<file path="config.mk">
export PLATFORM = sky130hd
export DESIGN_NAME = hazard_scoreboard
export DESIGN_NICKNAME = d
export VERILOG_FILES = /design/src/rtl/hazard_scoreboard.sv
export SDC_FILE = /design/constraint.sdc
export NUM_CORES = 1
export LEC_CHECK = 0
export ABC_AREA = 1
export BUFFER_PORTS_ARGS = -buffer_cell sky130_fd_sc_hd__buf_2
export CAP_MARGIN = 5
export CELL_PAD_IN_SITES_DETAIL_PLACEMENT = 1
export CELL_PAD_IN_SITES_GLOBAL_PLACEMENT = 2
export CORE_MARGIN = 4
export CORE_UTILIZATION = 38
export DETAILED_ROUTE_END_ITERATION = 12
export MAX_ROUTING_LAYER = met4
export PLACE_DENSITY_LB_ADDON = 0.15
export SETUP_SLACK_MARGIN = 0.15
export SKIP_CTS_REPAIR_TIMING = 1
export SYNTH_ARGS = -nofsm -noshare
export SYNTH_HDL_FRONTEND = slang
export SYNTH_SLANG_ARGS = --single-unit
</file>
<file path="constraint.sdc">
create_clock -name clk -period 3.45 [get_ports clk]
set_input_delay 0.345 -clock clk [delete_from_list [all_inputs] [get_ports clk]]
set_output_delay 0.345 -clock clk [all_outputs]
set_load 0.02 [all_outputs]
</file>
<file path="src/rtl/hazard_scoreboard.sv">
// ---------------------------------------------------------------------------
// hazard_scoreboard
//
// ID-stage hazard detector built on a per-register countdown scoreboard.
// Every in-flight write to a register loads a small counter with the number
// of cycles until its result can be forwarded into ID; a consumer in ID that
// reads a register whose counter is nonzero is held (PC and IF/ID frozen,
// bubble into ID/EX). ECALL implicitly reads ECALL_REG. A global memory
// freeze holds everything, including the scoreboard. Hazard stall cycles are
// counted (saturating) for performance debug.
//
// Ports:
//   clk, reset      clock, synchronous active-high reset
//   id_valid        ID holds a real instruction
//   id_rs1/id_rs2   source register indices
//   id_use_rs1/2    decoder says the source is actually read
//   id_is_ecall     instruction is ECALL (reads ECALL_REG)
//   id_rd           destination register index
//   id_reg_write    instruction writes id_rd
//   id_is_load      instruction is a load
//   flush           ID is squashed this cycle (branch/jump)
//   mem_stall       global pipeline freeze
//   pc_write        PC update enable
//   IF_ID_write     IF/ID register enable
//   ID_EX_sel       1 = insert bubble into ID/EX
//   hazard_stall    scoreboard stall active this cycle
//   stall_cycles    saturating count of hazard_stall cycles
// ---------------------------------------------------------------------------
module hazard_scoreboard #(
  parameter int REG_ADDR_W = 5,
  parameter int LOAD_LAT   = 1,
  parameter int ECALL_LAT  = 1,
  parameter int ECALL_REG  = 17,
  parameter int CNT_W      = 32
) (
  input  logic                  clk,
  input  logic                  reset,
  input  logic                  id_valid,
  input  logic [REG_ADDR_W-1:0] id_rs1,
  input  logic [REG_ADDR_W-1:0] id_rs2,
  input  logic                  id_use_rs1,
  input  logic                  id_use_rs2,
  input  logic                  id_is_ecall,
  input  logic [REG_ADDR_W-1:0] id_rd,
  input  logic                  id_reg_write,
  input  logic                  id_is_load,
  input  logic                  flush,
  input  logic                  mem_stall,
  output logic                  pc_write,
  output logic                  IF_ID_write,
  output logic                  ID_EX_sel,
  output logic                  hazard_stall,
  output logic [CNT_W-1:0]      stall_cycles
);

  localparam int NUM_REGS = 2 ** REG_ADDR_W;

  localparam logic [2:0]            LOAD_CNT  = 3'(LOAD_LAT);
  localparam logic [2:0]            ECALL_CNT = 3'(ECALL_LAT);
  localparam logic [REG_ADDR_W-1:0] ECALL_IDX = REG_ADDR_W'(ECALL_REG);

  // Saturating increment for the performance counter.
  function automatic logic [CNT_W-1:0] sat_inc(input logic [CNT_W-1:0] v);
    if (v == {CNT_W{1'b1}}) return v;
    return v + CNT_W'(1);
  endfunction

  logic [2:0]       cnt_q [NUM_REGS];
  logic [2:0]       cnt_d [NUM_REGS];
  logic [CNT_W-1:0] stall_cycles_q;
  logic [CNT_W-1:0] stall_cycles_d;

  logic hz1, hz2, hze;
  logic stall_w;
  logic active_w;
  logic issue_w;

  // Hazard detection against the current scoreboard state. x0 never hazards.
  always_comb begin
    hz1      = id_use_rs1 && (id_rs1 != '0) && (cnt_q[id_rs1] != 3'd0);
    hz2      = id_use_rs2 && (id_rs2 != '0) && (cnt_q[id_rs2] != 3'd0);
    hze      = id_is_ecall && (cnt_q[ECALL_IDX] != 3'd0);
    // flush and the freeze both mask the stall: a squashed or frozen
    // instruction must not bubble ID/EX.
    active_w = id_valid && !flush && !mem_stall;
    stall_w  = active_w && (hz1 || hz2 || hze);
    issue_w  = active_w && !stall_w && id_reg_write && (id_rd != '0);
  end

  // Pipeline control outputs; the freeze takes priority and inserts no bubble.
  always_comb begin
    pc_write     = 1'b1;
    IF_ID_write  = 1'b1;
    ID_EX_sel    = 1'b0;
    hazard_stall = stall_w;
    if (mem_stall) begin
      pc_write    = 1'b0;
      IF_ID_write = 1'b0;
    end else if (stall_w) begin
      pc_write    = 1'b0;
      IF_ID_write = 1'b0;
      ID_EX_sel   = 1'b1;
    end
  end

  // Scoreboard next state: age every pending write, then let a newly issued
  // writer overwrite its destination. Overwrite after decrement means the
  // youngest writer of a register determines when it becomes forwardable.
  always_comb begin
    for (int r = 0; r < NUM_REGS; r++) begin
      cnt_d[r] = cnt_q[r];
    end
    if (!mem_stall) begin
      for (int r = 1; r < NUM_REGS; r++) begin
        if (cnt_q[r] != 3'd0) cnt_d[r] = cnt_q[r] - 3'd1;
      end
      if (issue_w) begin
        if (id_is_load)              cnt_d[id_rd] = LOAD_CNT;
        else if (id_rd == ECALL_IDX) cnt_d[id_rd] = ECALL_CNT;
        else                         cnt_d[id_rd] = 3'd0;
      end
    end
    cnt_d[0] = 3'd0;
  end

  always_comb begin
    stall_cycles_d = stall_cycles_q;
    if (stall_w) stall_cycles_d = sat_inc(stall_cycles_q);
  end

  always_ff @(posedge clk) begin
    if (reset) begin
      for (int r = 0; r < NUM_REGS; r++) begin
        cnt_q[r] <= 3'd0;
      end
      stall_cycles_q <= '0;
    end else begin
      for (int r = 0; r < NUM_REGS; r++) begin
        cnt_q[r] <= cnt_d[r];
      end
      stall_cycles_q <= stall_cycles_d;
    end
  end

  assign stall_cycles = stall_cycles_q;

endmodule
</file>
# [After elaboration in Yosys (flattened, before gate mapping)]
# Memories as Yosys holds them, arrays and structs flattened.
# Index checks and enable logic that the tools add are counted.
[classes] n_reduce_logical=55 muxes=110 n_div=0 mul=0 eq_ne=3 shift=0 n_bitwise=38 addsub=32 n_lt_le_gt_ge=2
[ops] cell="$mux W93" count=4
[ops] cell="$mux W3" count=95
[ops] cell="$reduce_bool A3 Y1" count=34
[ops] cell="$and A93 B93 Y93" count=1
[ops] cell="$not A93 Y93" count=1
[ops] cell="$sub A3 B1 Y3 const B" count=31
[ops] cell="$and A62 B62 Y62" count=1
[ops] cell="$not A62 Y62" count=1
[ops] cell="$add A32 B1 Y32 const B" count=1
[ops] cell="$eq A32 B32 Y1 const B" count=1
[ops] cell="$mux W32" count=1
[ops] cell="$or A1 B1 Y1" count=32
[ops] cell="$or A31 B31 Y31" count=1
[ops] cell="$demux W3 S5" count=1
[ops] cell="$reduce_bool A5 Y1" count=3
[ops] cell="$logic_and A1 B1 Y1" count=12
[ops] cell="$mux W1" count=9
[ops] cell="$ge A6 B6 Y1 const B" count=1
[ops] cell="$lt A6 B1 Y1 const B" count=1
[ops] cell="$not A5 Y6" count=1
[ops] cell="$eq A5 B5 Y1 const B" count=1
[ops] cell="$logic_not A1 Y1" count=3
[ops] cell="$logic_or A1 B1 Y1" count=2
[ops] cell="$ne A2 B2 Y1 const B" count=1
[ops] cell="$reduce_and A2 Y1" count=1
[word_totals] n_memories=1 ram_bits=96 input_bits=25 romBits=0 ff_bits=32 word_cells=242 output_inout_bits=36 latch_bits=0
[mem_list] memory="cnt_q" depth=32 word_bits=3 rd=33 rd_ports_with_merged_regs=0 wr=32 line_no="68" rtl="logic [2:0] cnt_q [NUM_REGS];"

# [Logic depth before layout (Yosys ltp)]
# Gate-level depths: netlist of run 1.
[depth] word_depth=13 ltp_mapped=20 depth_no_buf=17

# [Least setup slack after synthesis of run 1]
# No wires, ideal clock.
[synth_path] path_kind="input -> output" from="in id_rs1[1]" to="out pc_write" arrival_ns=2.198 path_slack_ns=0.907 path_stages=15 n_path_buf=4 required_ns=3.105 cell_sequence="buf_6 > inv_2 > buf_6 > nor2_1 > nor2_1 > nand2_1 > nand3_1 > nand3_1 > a21oi_1 > nor2_4 > nor2_8 > nor2_8 > buf_6 > nor2_1 > buf_4"
[synth_via] elab_chain_cells=8 elab_cells_between_ends=10 cone_classes="2 x mux; 7 x reduce/logical; 1 x memory"
[synth_lines] item="start: declaration" line_no="39" rtl="input logic [REG_ADDR_W-1:0] id_rs1,"
[synth_lines] item="$mem_v2 Z32 W3 or $reduce_bool A5 Y1 (tied branches)"
[synth_lines] item="$reduce_bool A3 Y1 or $logic_and A1 B1 Y1 (tied branches)" line_no="80" rtl="hz1 = id_use_rs1 && (id_rs1 != '0) && (cnt_q[id_rs1] != 3'd0);"
[synth_lines] item="$logic_and A1 B1 Y1 *" line_no="80"
[synth_lines] item="$logic_or A1 B1 Y1 * (2 in series)" line_no="86" rtl="stall_w = active_w && (hz1 || hz2 || hze);"
[synth_lines] item="$logic_and A1 B1 Y1 *" line_no="86"
[synth_lines] item="named net hazard_stall" line_no="52" rtl="output logic hazard_stall,"
[synth_lines] item="$mux W1 * (2 in series)"
[synth_lines] item="end: declaration" line_no="49" rtl="output logic pc_write,"
# The timed path passes the listed nets; every way through them passes the cells marked *.

==> results of run 1 <==
==> per-layer routing <==
metal	track usage (%)	up-vias	part of all wire, %
li1	-	5029	-
met1	33.3	4955	49
met2	40.5	129	46
met3	2.88	26	2.9
met4	5.12	0	1.3
met5	-	-	0
==> area by class of cell <==
class | instances | share of cell area, %
tap | 341 | 3.72
inverter | 206 | 6.80
clock buffer | 20 | 3.98
clock inverter | 12 | 1.39
sequential | 125 | 21.8
multi-input combinational | 1140 | 58.1
timing repair buffer | 80 | 4.17
==> worst min-delay path: cells and delay by family <==
| kind | cells | cell delay, ns |
|---|---|---|
| buffers and inverters | 2 | 0.28 |
| AO/OA/AOI/OAI | 2 | 0.18 |
==> synth_stat cells, types with 9 or more instances <==
master,instances
sky130_fd_sc_hd__nand2_1,380
sky130_fd_sc_hd__inv_1,198
sky130_fd_sc_hd__nand3_1,148
sky130_fd_sc_hd__dfxtp_1,125
sky130_fd_sc_hd__a21oi_1,110
sky130_fd_sc_hd__ha_1,93
sky130_fd_sc_hd__o21ai_0,90
sky130_fd_sc_hd__nor2_1,87
sky130_fd_sc_hd__clkbuf_1,38
sky130_fd_sc_hd__xnor2_1,38
sky130_fd_sc_hd__nand3_2,31
sky130_fd_sc_hd__mux2_2,30
sky130_fd_sc_hd__a21oi_2,26
sky130_fd_sc_hd__xor2_1,24
sky130_fd_sc_hd__o21bai_1,21
sky130_fd_sc_hd__buf_6,18
sky130_fd_sc_hd__nor3_1,18
sky130_fd_sc_hd__nand4_1,14
sky130_fd_sc_hd__nor4_1,10
sky130_fd_sc_hd__buf_2,9
==> stage by stage <==
step / setup WS [ns] / hold slack, ns / std cells / utilization [%] / total power [uW]
after global placement: 0.492 / 0.473 / 1891 / 40.3 / 2810
after CTS: 0.355 / 0.413 / 1923 / 42.6 / 4800
after detailed placement: 0.486 / 0.481 / 1891 / 40.3 / 2840
final: 0.541 / 0.413 / 1924 / 42.7 / 4760
after global routing: 0.320 / 0.444 / 1924 / 42.7 / 5040
after floorplan: 0.907 / 0.463 / 1546 / - / 2520
==> report_power, final <==
| group | internal (uW) | switching, uW | leakage [uW] | total [uW] |
|---|---|---|---|---|
| Sequential | 1520 | 73.2 | 0.00102 | 1600 |
| Combinational | 454 | 764 | 0.00377 | 1220 |
| Clock | 1180 | 761 | 0.000297 | 1940 |
==> state kept, by name (all words and copies together) (netlist names) <==
register / count
cnt_q: 93
stall_cycles: 32
==> cells by family (layout without fill, tap and decap cells) <==
logic type / count (synthesis) / count (layout) / synth area share [%]
AOI/OAI and AO/OA: 255 / 255 / 13.8
DFF: 125 / 125 / 24.1
adders and majority gates: 93 / 93 / 11.2
muxes: 30 / 30 / 3.25
xor gates and xnor gates: 62 / 62 / 5.23
and+or+nand+nor: 699 / 700 / 30.5
buffers and inverters: 282 / 318 / 11.9
==> how the worst min path moves through the flow <==
stage / start / end / slack (ns) / depth (start not counted)
global route: reset / cnt_q[28][1] / 0.44 / 4
finish: reset / cnt_q[28][1] / 0.41 / 4
detailed placement: cnt_q[2][2] / cnt_q[2][2] / 0.48 / 2
floorplan: cnt_q[13][2] / cnt_q[13][2] / 0.46 / 2
CTS: reset / cnt_q[28][1] / 0.41 / 4
global placement: cnt_q[7][2] / cnt_q[7][2] / 0.47 / 2
==> flow_summary.json, run 1 <==
{
  "finish.instance_area_um2": 11500,
  "nFillCells": 3554,
  "globalRouteOverflowTotal": 0,
  "detail_route.iter0.violations": 619,
  "layout_worst_path_cycle_share_pct": 84.3,
  "cts_inserted_buffers": 17,
  "crit_type": "flop to output pin",
  "timing.max_slew.rel_slack_pct": 31.1,
  "rsz_0062_raised_after_global_routing": "false",
  "worst_ep_required_time_ns": 3.11,
  "synth.net_count": 1664,
  "worstPathCellList": "inv_1 -> nand3_1 -> nand2_1 -> nand3_1 -> nor2_1 -> a21oi_1 -> a21oi_1 -> nor2_4 -> nor2_8 -> nor2_8 -> nor2_1 -> buf_2",
  "drt_first_pass_iters": 4,
  "crit_path_start_kind": "flop",
  "drc": 0,
  "fin_setup_tns_ns": 0,
  "post_synth_main_area_contributors": "sky130_fd_sc_hd__dfxtp_1 24%, sky130_fd_sc_hd__nand2_1 14%, sky130_fd_sc_hd__ha_1 11%",
  "grt_pass1_vias": 10300,
  "max_cap_viol_count": 0,
  "critPathTopFamily": "simple AND/OR/NAND/NOR gates",
  "routed_wire_length_per_instance_um": 18.9,
  "synth_area_um2": 10400,
  "reg2reg_setup_slack_ns": 0.89,
  "layout_nets": 1688,
  "post-dp-hpwl_mm": 25.2,
  "finalSetupViolCount": 0,
  "timing.rr.end": "stall_cycles[23]",
  "synthDominantCellAreaShare_pct": 24.1,
  "critical_path.max_fanout": 17,
  "routed_via_density": 5.27,
  "final-hold-violation-count": 0,
  "critPathCapture": "IF_ID_write",
  "final_cell_mix": "380 x sky130_fd_sc_hd__nand2_1, 198 x sky130_fd_sc_hd__inv_1, 148 x sky130_fd_sc_hd__nand3_1, 125 x sky130_fd_sc_hd__dfxtp_1, 109 x sky130_fd_sc_hd__a21oi_1",
  "clkSlewWorstSetupHoldPaths_ns": 0.07,
  "layout-drive-gt1-share_pct": 13.8,
  "max-clock-path-buffers": 2,
  "seq_area_um2": 2500,
  "vias": 10100,
  "max_freq_mhz": 344,
  "post_synth_inst_count": 1546,
  "fp.coreArea_um2": 26900,
  "gp_congestion": 0.845,
  "finalMaxSlewViolations": 0,
  "critPathArrivalTime_ns": 2.56,
  "post_synth_num_cell_types": 34,
  "ys_dominant_reg_cell": "sky130_fd_sc_hd__dfxtp_1",
  "min-delay-path-class": "primary input to flop",
  "antenna_cells": 0,
  "power.ir.vdd_worst_uv": 307,
  "placement_rows": 60,
  "clock_sinks": 125,
  "route.antenna.remaining_nets": 0,
  "area_growth_syn_to_layout_pct": 10.5,
  "worst-path-stages": 12,
  "r2r-start": "stall_cycles[0]",
  "crit_start": "cnt_q[7][0]",
  "portBuffers": 60,
  "tritoncts": "yes",
  "start_util_pct": 38.6,
  "die_y_um": 173,
  "synth_warnings": 0,
  "worst-r2r-cell-count": 12,
  "h-tree-depth": 4,
  "synthDominantAreaCellType": "sky130_fd_sc_hd__dfxtp_1",
  "yosysSeqAreaShare_pct": 24.1,
  "worstSkewPairLatency_ns": 0.44,
  "clock-root-buffer": "sky130_fd_sc_hd__clkbuf_16",
  "finClkSkew_ns": 0.0187,
  "antenna_found_initial": 0,
  "timing.critical_path.buf_inv": 2,
  "synth_async_sr_flop_share_pct": 0,
  "io_pins": 61,
  "grt_start_max_net_pins": 97,
  "timing.critical_path.to_type": "output pin",
  "max_slew.worst_pin.slew_ns": 1.03,
  "worst_path_largest_cell_delay_ns": 0.35,
  "crit_path_top_delay_cell": "sky130_fd_sc_hd__dfxtp_1",
  "global_route_wire_length_before_repair_mm": 58.0,
  "postPlaceCellArea_um2": 10800,
  "die_x_um": 173,
  "synth_enable_flop_cells": 0,
  "commonest_non_fill_non_tap_cell_in_the_layout": "sky130_fd_sc_hd__nand2_1",
  "multi_input_gate_area_um2": 6670,
  "power.density_nw_per_um2": 415,
  "average_cell_area_after_synthesis_um2": 6.71,
  "power.static_leakage_uw": 0.00509,
  "grtUsageTotal_pct": 24.8,
  "synth-seq-cells": 125,
  "drt_wl_total_mm": 36.4,
  "status": "complete, no violations",
  "post-route-min-period_ns": 2.91,
  "design.die.area_um2": 30000
}
(Power assumes the default switching activity.)
==> inputs of run 2 (changes only) <==
--- a/config.mk
+++ b/config.mk
@@ -11,7 +11,7 @@
 export CELL_PAD_IN_SITES_DETAIL_PLACEMENT = 1
 export CELL_PAD_IN_SITES_GLOBAL_PLACEMENT = 2
 export CORE_MARGIN = 4
-export CORE_UTILIZATION = 38
+export CORE_UTILIZATION = 32
 export DETAILED_ROUTE_END_ITERATION = 12
 export MAX_ROUTING_LAYER = met4
 export PLACE_DENSITY_LB_ADDON = 0.15
==> constraint.sdc (replaced) <==
create_clock -name clk -period 2.58 [get_ports clk]
set_input_delay 0.258 -clock clk [delete_from_list [all_inputs] [get_ports clk]]
set_output_delay 0.258 -clock clk [all_outputs]
set_load 0.02 [all_outputs]
==> flow_summary.json, run 2 (synthesis results as in run 1) <==
{
  "portBuffers": 60,
  "max_slew.worst_pin.slew_ns": 0.938,
  "drc": 0,
  "pwr-share-clk_pct": 40.9,
  "antenna_found_initial": 0,
  "finalSetupViolCount": 0,
  "power.ir.vdd_worst_uv": 480,
  "tritoncts": "yes",
  "combinationalPowerShare_pct": 26.5,
  "post-place-cells": 2009,
  "worst_ep_required_time_ns": 2.32,
  "timing.critical_path.to_type": "output pin",
  "clkSlewWorstSetupHoldPaths_ns": 0.07,
  "p_int_uw": 4320,
  "sequentialPowerShare_pct": 32.6,
  "overall_power_uw": 6560,
  "vias": 10100,
  "layout_worst_path_cycle_share_pct": 96.8,
  "min-delay-path-class": "primary input to flop",
  "final_cell_mix": "374 x sky130_fd_sc_hd__nand2_1, 182 x sky130_fd_sc_hd__inv_1, 143 x sky130_fd_sc_hd__nand3_1, 107 x sky130_fd_sc_hd__a21oi_1, 94 x sky130_fd_sc_hd__dfxtp_1",
  "max_cap_viol_count": 0,
  "largest_register": "cnt_q",
  "area_growth_syn_to_layout_pct": 16.7,
  "fp.coreArea_um2": 31800,
  "crit_path_start_kind": "flop",
  "finish.instance_area_um2": 12100,
  "clock-root-buffer": "sky130_fd_sc_hd__clkbuf_16",
  "max_reg_flops": 93,
  "antenna_cells": 0,
  "globalRouteOverflowTotal": 0,
  "die_x_um": 188,
  "layout-drive-gt1-share_pct": 20.4,
  "grtUsageTotal_pct": 22.0,
  "drt_first_pass_iters": 5,
  "placement_rows": 65,
  "cts_inserted_buffers": 17,
  "routed_via_density": 4.93,
  "die_y_um": 188,
  "drt_wl_total_mm": 37.5,
  "post-route-min-period_ns": 2.50,
  "finalMaxSlewViolations": 0,
  "max_freq_mhz": 400,
  "worstSkewPairLatency_ns": 0.45,
  "h-tree-depth": 4,
  "max-clock-path-buffers": 2,
  "postPlaceCellArea_um2": 11200,
  "critical_path.max_fanout": 7,
  "power.static_leakage_uw": 0.00534,
  "clock_sinks": 125,
  "io_pins": 61,
  "finalNonFillerCells": 2054,
  "gp_congestion": 0.872,
  "p_sw_uw": 2240,
  "finClkSkew_ns": 0.0141,
  "timing.max_slew.rel_slack_pct": 37.5,
  "layout_setup_ws_ns": 0.0823,
  "layout_nets": 1724,
  "final-hold-violation-count": 0,
  "power.density_nw_per_um2": 541,
  "crit_type": "flop to output pin",
  "status": "complete, no violations",
  "start_util_pct": 32.6,
  "design.die.area_um2": 35400,
  "commonest_non_fill_non_tap_cell_in_the_layout": "sky130_fd_sc_hd__nand2_1",
  "routed_wire_length_per_instance_um": 18.3,
  "critPathArrivalTime_ns": 2.24,
  "detail_route.iter0.violations": 478,
  "pre_cts_slack_ns": -0.0951,
  "rsz_0062_raised_after_global_routing": "true",
  "post-dp-hpwl_mm": 27.3,
  "fin_worst_hold_slack_ns": 0.327,
  "grt_pass1_vias": 10800,
  "power.share.switching_pct": 34.1,
  "global_route_wire_length_before_repair_mm": 60.2,
  "route.antenna.remaining_nets": 0,
  "grt_start_max_net_pins": 68
}
[run 2: changes by cell type in the layout (fill, tap and decap cells not counted), sizes merged]
cell and delta:
buf +37, inv +3, clkbuf -1, nor2 -1
clkinv -2
[run 2: worst paths after layout]
path / cells after the start / startpoint / slack [ns] / endpoint
worst max-delay path: 12 / cnt_q[23][1] / 0.08 / IF_ID_write
worst min-delay path: 2 / reset / 0.33 / stall_cycles[27]
worst max register to register: 14 / cnt_q[23][1] / 0.34 / cnt_q[14][2]
worst min register to register: 2 / cnt_q[30][2] / 0.48 / cnt_q[30][2]
[run 2: routing by layer]
| metal | vias up | wire length [um] | global-route usage [%] |
|---|---|---|---|
| met3 | 31 | 924 | 3.31 |
| met4 | 0 | 601 | 5.36 |
| met5 | - | 0 | - |
| li1 | 5085 | - | - |
| met2 | 124 | 18000 | 36.5 |
| met1 | 4892 | 18000 | 28.2 |
[run 2: area by class of cell]
cell class                      instances  area [um^2]
Fill cell                            4059        19700
Multi-Input combinational cell       1139         6780
Sequential cell                       125         2550
Timing Repair Buffer                  117          828
Inverter                              206          779
Tap cell                              435          544
Clock buffer                           19          453
Clock inverter                         13          178
[run 2: critical path, stage by stage, from the launching register on]
cell,delay (ns)
sky130_fd_sc_hd__dfxtp_4,0.37
sky130_fd_sc_hd__nor2_1,0.23
sky130_fd_sc_hd__nand2_1,0.08
sky130_fd_sc_hd__nand3_1,0.08
sky130_fd_sc_hd__nand3_1,0.11
sky130_fd_sc_hd__nand3_1,0.13
sky130_fd_sc_hd__nand3_1,0.10
sky130_fd_sc_hd__nand3_2,0.11
sky130_fd_sc_hd__nand2_4,0.07
sky130_fd_sc_hd__nor2_8,0.18
sky130_fd_sc_hd__nor2_8,0.08
sky130_fd_sc_hd__nor2_4,0.13
sky130_fd_sc_hd__buf_6,0.14
[run 2: metrics by stage]
| step | setup TNS [ns] | util [%] |
|---|---|---|
| floorplan | 0 | - |
| global placement | -1.31 | 35.2 |
| detailed placement | -1.87 | 35.2 |
| CTS | -1.07 | 37.2 |
| global route | -0.0470 | 38.1 |
| finish | 0 | 38.1 |
[run 2: power by group through the flow]
stage               Sequential [uW]  Combinational, uW  Clock (uW)
global route                   2150               1980        2830
finish                         2140               1740        2680
global placement               2170               1640           0
detailed placement             2170               1670           0
CTS                            2130               1690        2760
floorplan                      2150               1230           0
